===== config.mk =====
export PLATFORM = sky130hd
export DESIGN_NAME = uart_tx_arbiter
export DESIGN_NICKNAME = d
export VERILOG_FILES = /design/src/rtl/uart_tx_arbiter.sv
export SDC_FILE = /design/constraint.sdc
export NUM_CORES = 1
export LEC_CHECK = 0
export BUFFER_PORTS_ARGS = -buffer_cell sky130_fd_sc_hd__buf_2
export CORE_MARGIN = 2
export CORE_UTILIZATION = 53
export DETAILED_ROUTE_END_ITERATION = 8
export PLACE_DENSITY = 0.85
export SETUP_SLACK_MARGIN = 0.05
export SYNTH_ARGS = -nofsm -noshare
export SYNTH_HDL_FRONTEND = slang
export SYNTH_SLANG_ARGS = --single-unit
export TNS_END_PERCENT = 100

===== constraint.sdc =====
create_clock -name S_AXI_ACLK -period 2.25 [get_ports S_AXI_ACLK]
set_input_delay 0.225 -clock S_AXI_ACLK [delete_from_list [all_inputs] [get_ports S_AXI_ACLK]]
set_output_delay 0.225 -clock S_AXI_ACLK [all_outputs]
set_load 0.05 [all_outputs]

===== src/rtl/uart_tx_arbiter.sv =====
// uart_tx_arbiter: round-robin sharing of one UART TX byte interface among P_NUM_REQ sources,
// one byte per grant, with an inter-byte gap and a timeout that drops a stalled byte.
module uart_tx_arbiter #(
    parameter int P_NUM_REQ    = 4,
    parameter int P_DATA_WIDTH = 8,
    parameter int P_GAP_CYCLES = 1,
    parameter int P_TIMEOUT    = 65535
) (
    input  logic                              S_AXI_ACLK,
    input  logic                              S_AXI_ARESETN,
    input  logic [P_NUM_REQ-1:0]              i_req_valid,
    input  logic [P_NUM_REQ*P_DATA_WIDTH-1:0] i_req_data,
    output logic [P_NUM_REQ-1:0]              o_req_ready,
    output logic [P_NUM_REQ-1:0]              o_req_err,
    output logic [P_NUM_REQ-1:0]              o_grant,
    output logic                              o_busy,
    output logic                              o_user_tx_valid,
    output logic [P_DATA_WIDTH-1:0]           o_user_tx_data,
    input  logic                              i_user_tx_ready
);
    localparam int IW = $clog2(P_NUM_REQ);
    localparam int TW = P_TIMEOUT > 0 ? $clog2(P_TIMEOUT + 1) : 1;
    localparam int GW = P_GAP_CYCLES > 1 ? $clog2(P_GAP_CYCLES) : 1;
    localparam logic [TW-1:0] TO_LAST = TW'(P_TIMEOUT > 0 ? P_TIMEOUT - 1 : 0);
    localparam logic [GW-1:0] GAP_LAST = GW'(P_GAP_CYCLES > 0 ? P_GAP_CYCLES - 1 : 0);

    typedef enum logic [1:0] {IDLE, SEND, GAP} state_t;

    state_t                  state;
    logic [IW-1:0]           ptr, cur, pick, cand;
    logic [TW-1:0]           tcnt;
    logic [GW-1:0]           gcnt;
    logic [P_NUM_REQ-1:0]    eligible;
    logic                    hit, accept, timeout;
    logic [P_DATA_WIDTH-1:0] bytes [P_NUM_REQ];

    always_comb begin
        for (int k = 0; k < P_NUM_REQ; k++) bytes[k] = i_req_data[k*P_DATA_WIDTH +: P_DATA_WIDTH];
    end

    // A requester is skipped while its own completion pulse is showing, so a held valid is not re-sent.
    assign eligible = i_req_valid & ~o_req_ready & ~o_req_err;
    assign accept   = o_user_tx_valid & i_user_tx_ready;
    assign timeout  = (P_TIMEOUT != 0) && (tcnt == TO_LAST);

    // Scan farthest-first so the candidate nearest after ptr overwrites the others.
    always_comb begin
        hit  = 1'b0;
        pick = '0;
        cand = '0;
        for (int i = P_NUM_REQ; i >= 1; i--) begin
            cand = IW'((int'(ptr) + i) % P_NUM_REQ);
            if (eligible[cand]) begin
                hit  = 1'b1;
                pick = cand;
            end
        end
    end

    always_ff @(posedge S_AXI_ACLK or negedge S_AXI_ARESETN) begin
        if (!S_AXI_ARESETN) begin
            state           <= IDLE;
            ptr             <= IW'(P_NUM_REQ - 1);
            cur             <= '0;
            tcnt            <= '0;
            gcnt            <= '0;
            o_req_ready     <= '0;
            o_req_err       <= '0;
            o_grant         <= '0;
            o_busy          <= 1'b0;
            o_user_tx_valid <= 1'b0;
            o_user_tx_data  <= '0;
        end else begin
            o_req_ready <= '0;
            o_req_err   <= '0;
            case (state)
                IDLE: if (hit) begin
                    state           <= SEND;
                    cur             <= pick;
                    tcnt            <= '0;
                    o_grant         <= P_NUM_REQ'(1) << pick;
                    o_user_tx_valid <= 1'b1;
                    o_user_tx_data  <= bytes[pick];
                    o_busy          <= 1'b1;
                end
                SEND: if (accept || timeout) begin
                    state            <= P_GAP_CYCLES > 0 ? GAP : IDLE;
                    ptr              <= cur;
                    gcnt             <= '0;
                    o_req_ready[cur] <= accept;
                    o_req_err[cur]   <= ~accept;
                    o_grant          <= '0;
                    o_user_tx_valid  <= 1'b0;
                    o_busy           <= P_GAP_CYCLES > 0;
                end else begin
                    tcnt <= tcnt + 1'b1;
                end
                GAP: if (gcnt == GAP_LAST) begin
                    state  <= IDLE;
                    o_busy <= 1'b0;
                end else begin
                    gcnt <= gcnt + 1'b1;
                end
                default: state <= IDLE;
            endcase
        end
    end
endmodule


Yosys cells after proc, flatten, opt, wreduce, memory -nomap -nowiden:

Cells that the tools add are included.

* $add $sub $neg: 6
* multiply operators: 0
* divide/modulo/power cells: 0
* magnitude comparators: 7
* equal/unequal tests: 7
* shift operators: 1
* multiplexer cells: 43
* bitwise logic cells: 9
* reductions and logical operators: 13

Operators by type and width (count)
* $mux W16: 2
* $pmux W16 S2: 1
* $mux W4: 6
* $add A16 B1 Y16 const B: 1
* $and A4 B4 Y4: 4
* $bmux W8 S2: 1
* $eq A16 B16 Y1 const B: 1
* $mux W8: 2
* $lt A2 B3 Y1 const B: 5
* $mux W1: 14
* $mux W2: 7
* $reduce_and A3 Y1: 3
* $bmux W1 S2: 4
* $ne A2 B2 Y1 const B: 4
* $not A4 Y4: 2
* $pmux W4 S2: 1
* $pmux W2 S3: 1
* $reduce_and A2 Y1: 3
* $add A2 B1 Y2 const B: 2
* $add A2 B2 Y2 const B: 2
* $pmux W1 S2: 2
* $reduce_and A4 Y1: 1
* $reduce_bool A2 Y1: 2
* $shl A1 B2 Y4 const A: 1
* other kinds (14): 14

* bits in registers: 45
* bits in latches: 0
* RAM bits: 0
* memory bits (read-only): 0
* input port bits: 39
* output and inout bits: 22
* word-level logic and storage cells: 97
* memories: 0

Depth between registers and ports, before layout:

* word-level depth: 13
* gate-level depth with buffers: 8
* depth with buffers taken out: 6

Worst setup path before layout:

No wires, ideal clock.

* kind: register to register
* start point: register o_req_ready[0]
* end point: register o_user_tx_data[1]
* library setup time: 0.140 ns
* data arrival time: 2.118 ns
* data required time: 2.110 ns
* path slack: -0.008 ns
* cell stages (with the launch flop): 7
* path buffers: 1
* period minus slack after synthesis: 2.258 ns
* cell sequence: dfrtp_1 -> or3b_1 -> and3_1 -> buf_2 -> a211o_1 -> a2111oi_0 -> a211oi_1

* longest elaborated chain between the ends: 13
* elaborated cells on any way between the ends: 24
* those cells by class: mux: 19; bitwise: 4; reduce/logical: 1

RTL lines
* start, declared: line 13 `output logic [P_NUM_REQ-1:0] o_req_ready,`
* start signal, assigned by index: line 90 `o_req_ready[cur] <= accept;`
* $not A4 Y4 (*): line 42 `assign eligible = i_req_valid & ~o_req_ready & ~o_req_err;`
* $and A4 B4 Y4 (*) (2 in series): line 42
* $bmux W1 S2: line 53 `if (eligible[cand]) begin`
* $mux W1 (implied by the code): line 53
* $mux W2 (4 in series): line 53
* $not A2 Y3 (implied by the code): line 83 `o_user_tx_data <= bytes[pick];`
* $bmux W8 S2: line 83
* $mux W8 (implied by the code) (2 in series): line 83
* end signal, assigned: line 83
* end, declared: line 18 `output logic [P_DATA_WIDTH-1:0] o_user_tx_data,`

Every way passes the cells marked *; elsewhere a longest branch is shown, timed or not. The select of a mux whose other input is x is not followed.
A chain may end at the register's enable or synchronous reset.

Worst setup path in the final report:

Same ends and word-level chain as after synthesis.

==> flow_summary_export.csv <==
group,metric,value,unit
yosys,synth_edf_count,0,
yosys,ys_warn_count,0,
global_route,first_global_vias,2183,
worst_setup_path,crit_required,2.42,ns
global_route,grt_pass1_wl,10000,um
floorplanning,dieWidth,71.9,um
floorplanning,die_y,71.9,um
run,cap_violations,0,
final_layout,multiInputGateArea,1300,um2
yosys,ys_ff_latch,44,
routing,drc_errors,0,
sta,slew_headroom,59.2,%
worst_setup_path,path_class,"reg -> reg",
worst_setup_path,cp_num_buf_inv,0,
clocking,cts_num_sinks,44,
clocking,clock_latency,0.30,ns
floorplanning,coreArea,4380,um2
routing,wl_per_cell,17.8,um
sta,fin_ws,0.0449,ns
routing,drtPass1Iterations,5,
routing,vias,2316,
floorplanning,pin_count,61,
final_layout,nets,354,
sta,rsz0062_at_grt,"true",
worst_setup_path,critical-path-top-delay-family,"compound AO/OA/AOI/OAI gates",
pwr,powerDensity,1270,nW/um2
yosys,ys_top_cells_by_count,"dfrtp_1 (42), nand2_1 (20), mux2i_1 (16)",
clocking,cts_tree,"built",
pwr,ir_drop,0.846,mV
yosys,synth_most_common_cell,"dfrtp_1",
yosys,syn_nets,282,
sta,final_hold_viol_count,0,
final_layout,utilization,71.7,%
yosys,synth_flop_cell,"dfrtp_1",
routing,vias_per_cell,6.33,
global_route,grt_use_total,24.5,%
routing,final_antenna_net_count,0,
clocking,numCtsBuffers,5,
pwr,total_leakage_power,1.42,nW
routing,routed_wl,6520,um
outcome,status,"completed",
routing,drtIter0Drc,229,
yosys,yosys.area.top_type,"dfrtp_1",
yosys,syn_inst,241,
yosys,synth_cell_types,51,
worst_setup_path,max_stage_delay,0.45,ns
final_layout,area_delta_synth_final,28.7,%
worst_setup_path,path_cells,"nor3b_1 > o22ai_2 > a211o_4 > a2111oi_2 > a211oi_1",
sta,fin_crit_sh,98.0,%
worst_setup_path,startpoint_type,"register",
sta,fmax,453,MHz
clocking,path_clk_slew,0.09,ns
global_route,grt_max_degree,28,
final_layout,drive_above_1_share,39.2,%
worst_setup_path,path_max_fanout,7,
global_route,antenna_found_initial,0,
clocking,root_buffer,"clkbuf_8",
final_layout,antenna_cells,0,
worst_hold_path,min_delay_path_depth,3,
worst_hold_path,hp-class,"in -> reg",
worst_setup_path,ff2ff_path_depth,5,
yosys,synthTopCellsByArea,"dfrtp_1 (43%), mux2i_1 (6.6%), a2111oi_0 (3.6%)",
yosys,syn_avg_cell_area,10.1,um2
sta,worstMarginPinSlew,0.611,ns
global_route,grt_overflow,0,
worst_setup_path,cp.arrival,2.38,ns
floorplanning,initial_core_util,55.7,%
sta,finalSetupViolations,0,
worst_setup_path,end_kind,"register",
sta,period_minus_slack,2.21,ns
worst_setup_path,slowest_stage,"a211o_4",
yosys,yosys.area.top_type_share,43.0,%
place,hpwl,4380,um
final_layout,n_fill_cell,307,
floorplanning,die-area,5170,um2
final_layout,seqCellArea,1110,um2
clocking,cts_htree_levels,2,
place,dp_slack,0.0392,ns
yosys,yosysSeqAreaShare,45.2,%
sta,finalMaxSlewViolations,0,
yosys,async_flop_share,100,%
floorplanning,rows,24,
yosys,synth_area,2440,um2
pwr,power.total,3.98,mW
worst_setup_path,path_depth,5,
clocking,cts_buffer_depth,2,
sta,skew,0.00544,ns
place,gp_congestion,0.867,
place,io_buffers,60,
cells by family (layout without fill, tap and decap cells):
logic type                 count (synthesis)  after routing  synth area share (%)
AOI/OAI and AO/OA                         67             67                  21.4
adders and majority gates                  2              2                  1.02
buffers and inverters                     29            102                  5.68
DFF                                       44             44                  45.2
muxes                                     18             18                  7.78
and+or+nand+nor                           81             81                  19.0
path summary, 6_finish.rpt:
kind                       slack (ns)              start           endpoint
setup reg to reg                 0.04     o_req_ready[0]  o_user_tx_data[1]
setup / recovery                 0.04     o_req_ready[0]  o_user_tx_data[1]
max in group asynchronous        1.22      S_AXI_ARESETN            tcnt[2]
hold reg to reg                  0.49  o_user_tx_data[7]  o_user_tx_data[7]
hold / removal                   0.23     i_req_data[28]  o_user_tx_data[4]
min in group asynchronous        0.46      S_AXI_ARESETN            tcnt[1]
tightest hold or removal path: stages:
cell      delay (ns)
buf_2           0.07
mux2i_1         0.05
o221ai_1        0.15
sequential cells by signal, indices dropped and copies added, names as in the netlist:
signal / flops
cur: 2
o_grant: 4
state: 2
o_user_tx_data: 8
o_user_tx_valid: 1
tcnt: 16
o_req_ready: 4
ptr: 2
o_req_err: 4
o_busy: 1
timing repair:
action                                  CTS  global route
cloned                                    0             1
pin swaps                                 0             4
setup buffers                             0             4
resized for setup                         3            27
hold buffers                              1             0
endpoints found under the setup margin    3            22
endpoints found under the hold margin    23             0
metal layers:
layer | vias up | track usage, % | part of all wire, %
met5 | - | 0 | 0
met4 | 0 | 7.76 | 1.8
met3 | 17 | 5.28 | 6.6
met2 | 120 | 40.7 | 50
met1 | 1118 | 32.3 | 42
li1 | 1061 | - | -
where the power goes:
part           switching (mW)  internal (mW)
clock                   0.295          0.335
combinational            1.37          0.771
sequential              0.194           1.01
cell usage in the layout (no fill, tap or decap), types with 4 or more instances in the layout:
cell | netlist | final
mux2i_1 | 16 | 16
clkbuf_8 | 0 | 5
nand2b_1 | 5 | 5
inv_1 | 15 | 15
a211oi_1 | 4 | 4
o31ai_1 | 6 | 6
a2111oi_1 | 0 | 5
or4_1 | 5 | 5
nand3_1 | 7 | 5
nand2_1 | 20 | 20
nor2_1 | 14 | 13
o221ai_1 | 4 | 4
dfrtp_2 | 0 | 6
a2111o_1 | 4 | 4
a2111oi_2 | 0 | 5
o21ai_1 | 4 | 4
a32o_1 | 4 | 4
buf_2 | 5 | 60
a21oi_1 | 14 | 14
o211ai_1 | 4 | 4
buf_4 | 2 | 14
nand4_1 | 6 | 6
dfrtp_1 | 42 | 36
final cells by class:
class,count,area share (%)
inverter,15,1.79
sequential,44,35.3
tap,52,2.07
clock buffer,5,2.19
clock inverter,3,1.47
multi-input combinational,168,41.4
timing repair buffer,79,15.8
metrics by stage:
step	hold slack, ns	area (um2)	cells	setup TNS, ns
finish	0.234	3140	366	0
global placement	0.268	2850	352	0
global route	0.240	3140	366	-0.0415
floorplan	-0.0706	2460	241	0
detailed placement	0.271	2850	352	0
CTS	0.236	2980	361	0
Note: power is estimated with default switching activity, not from simulation.
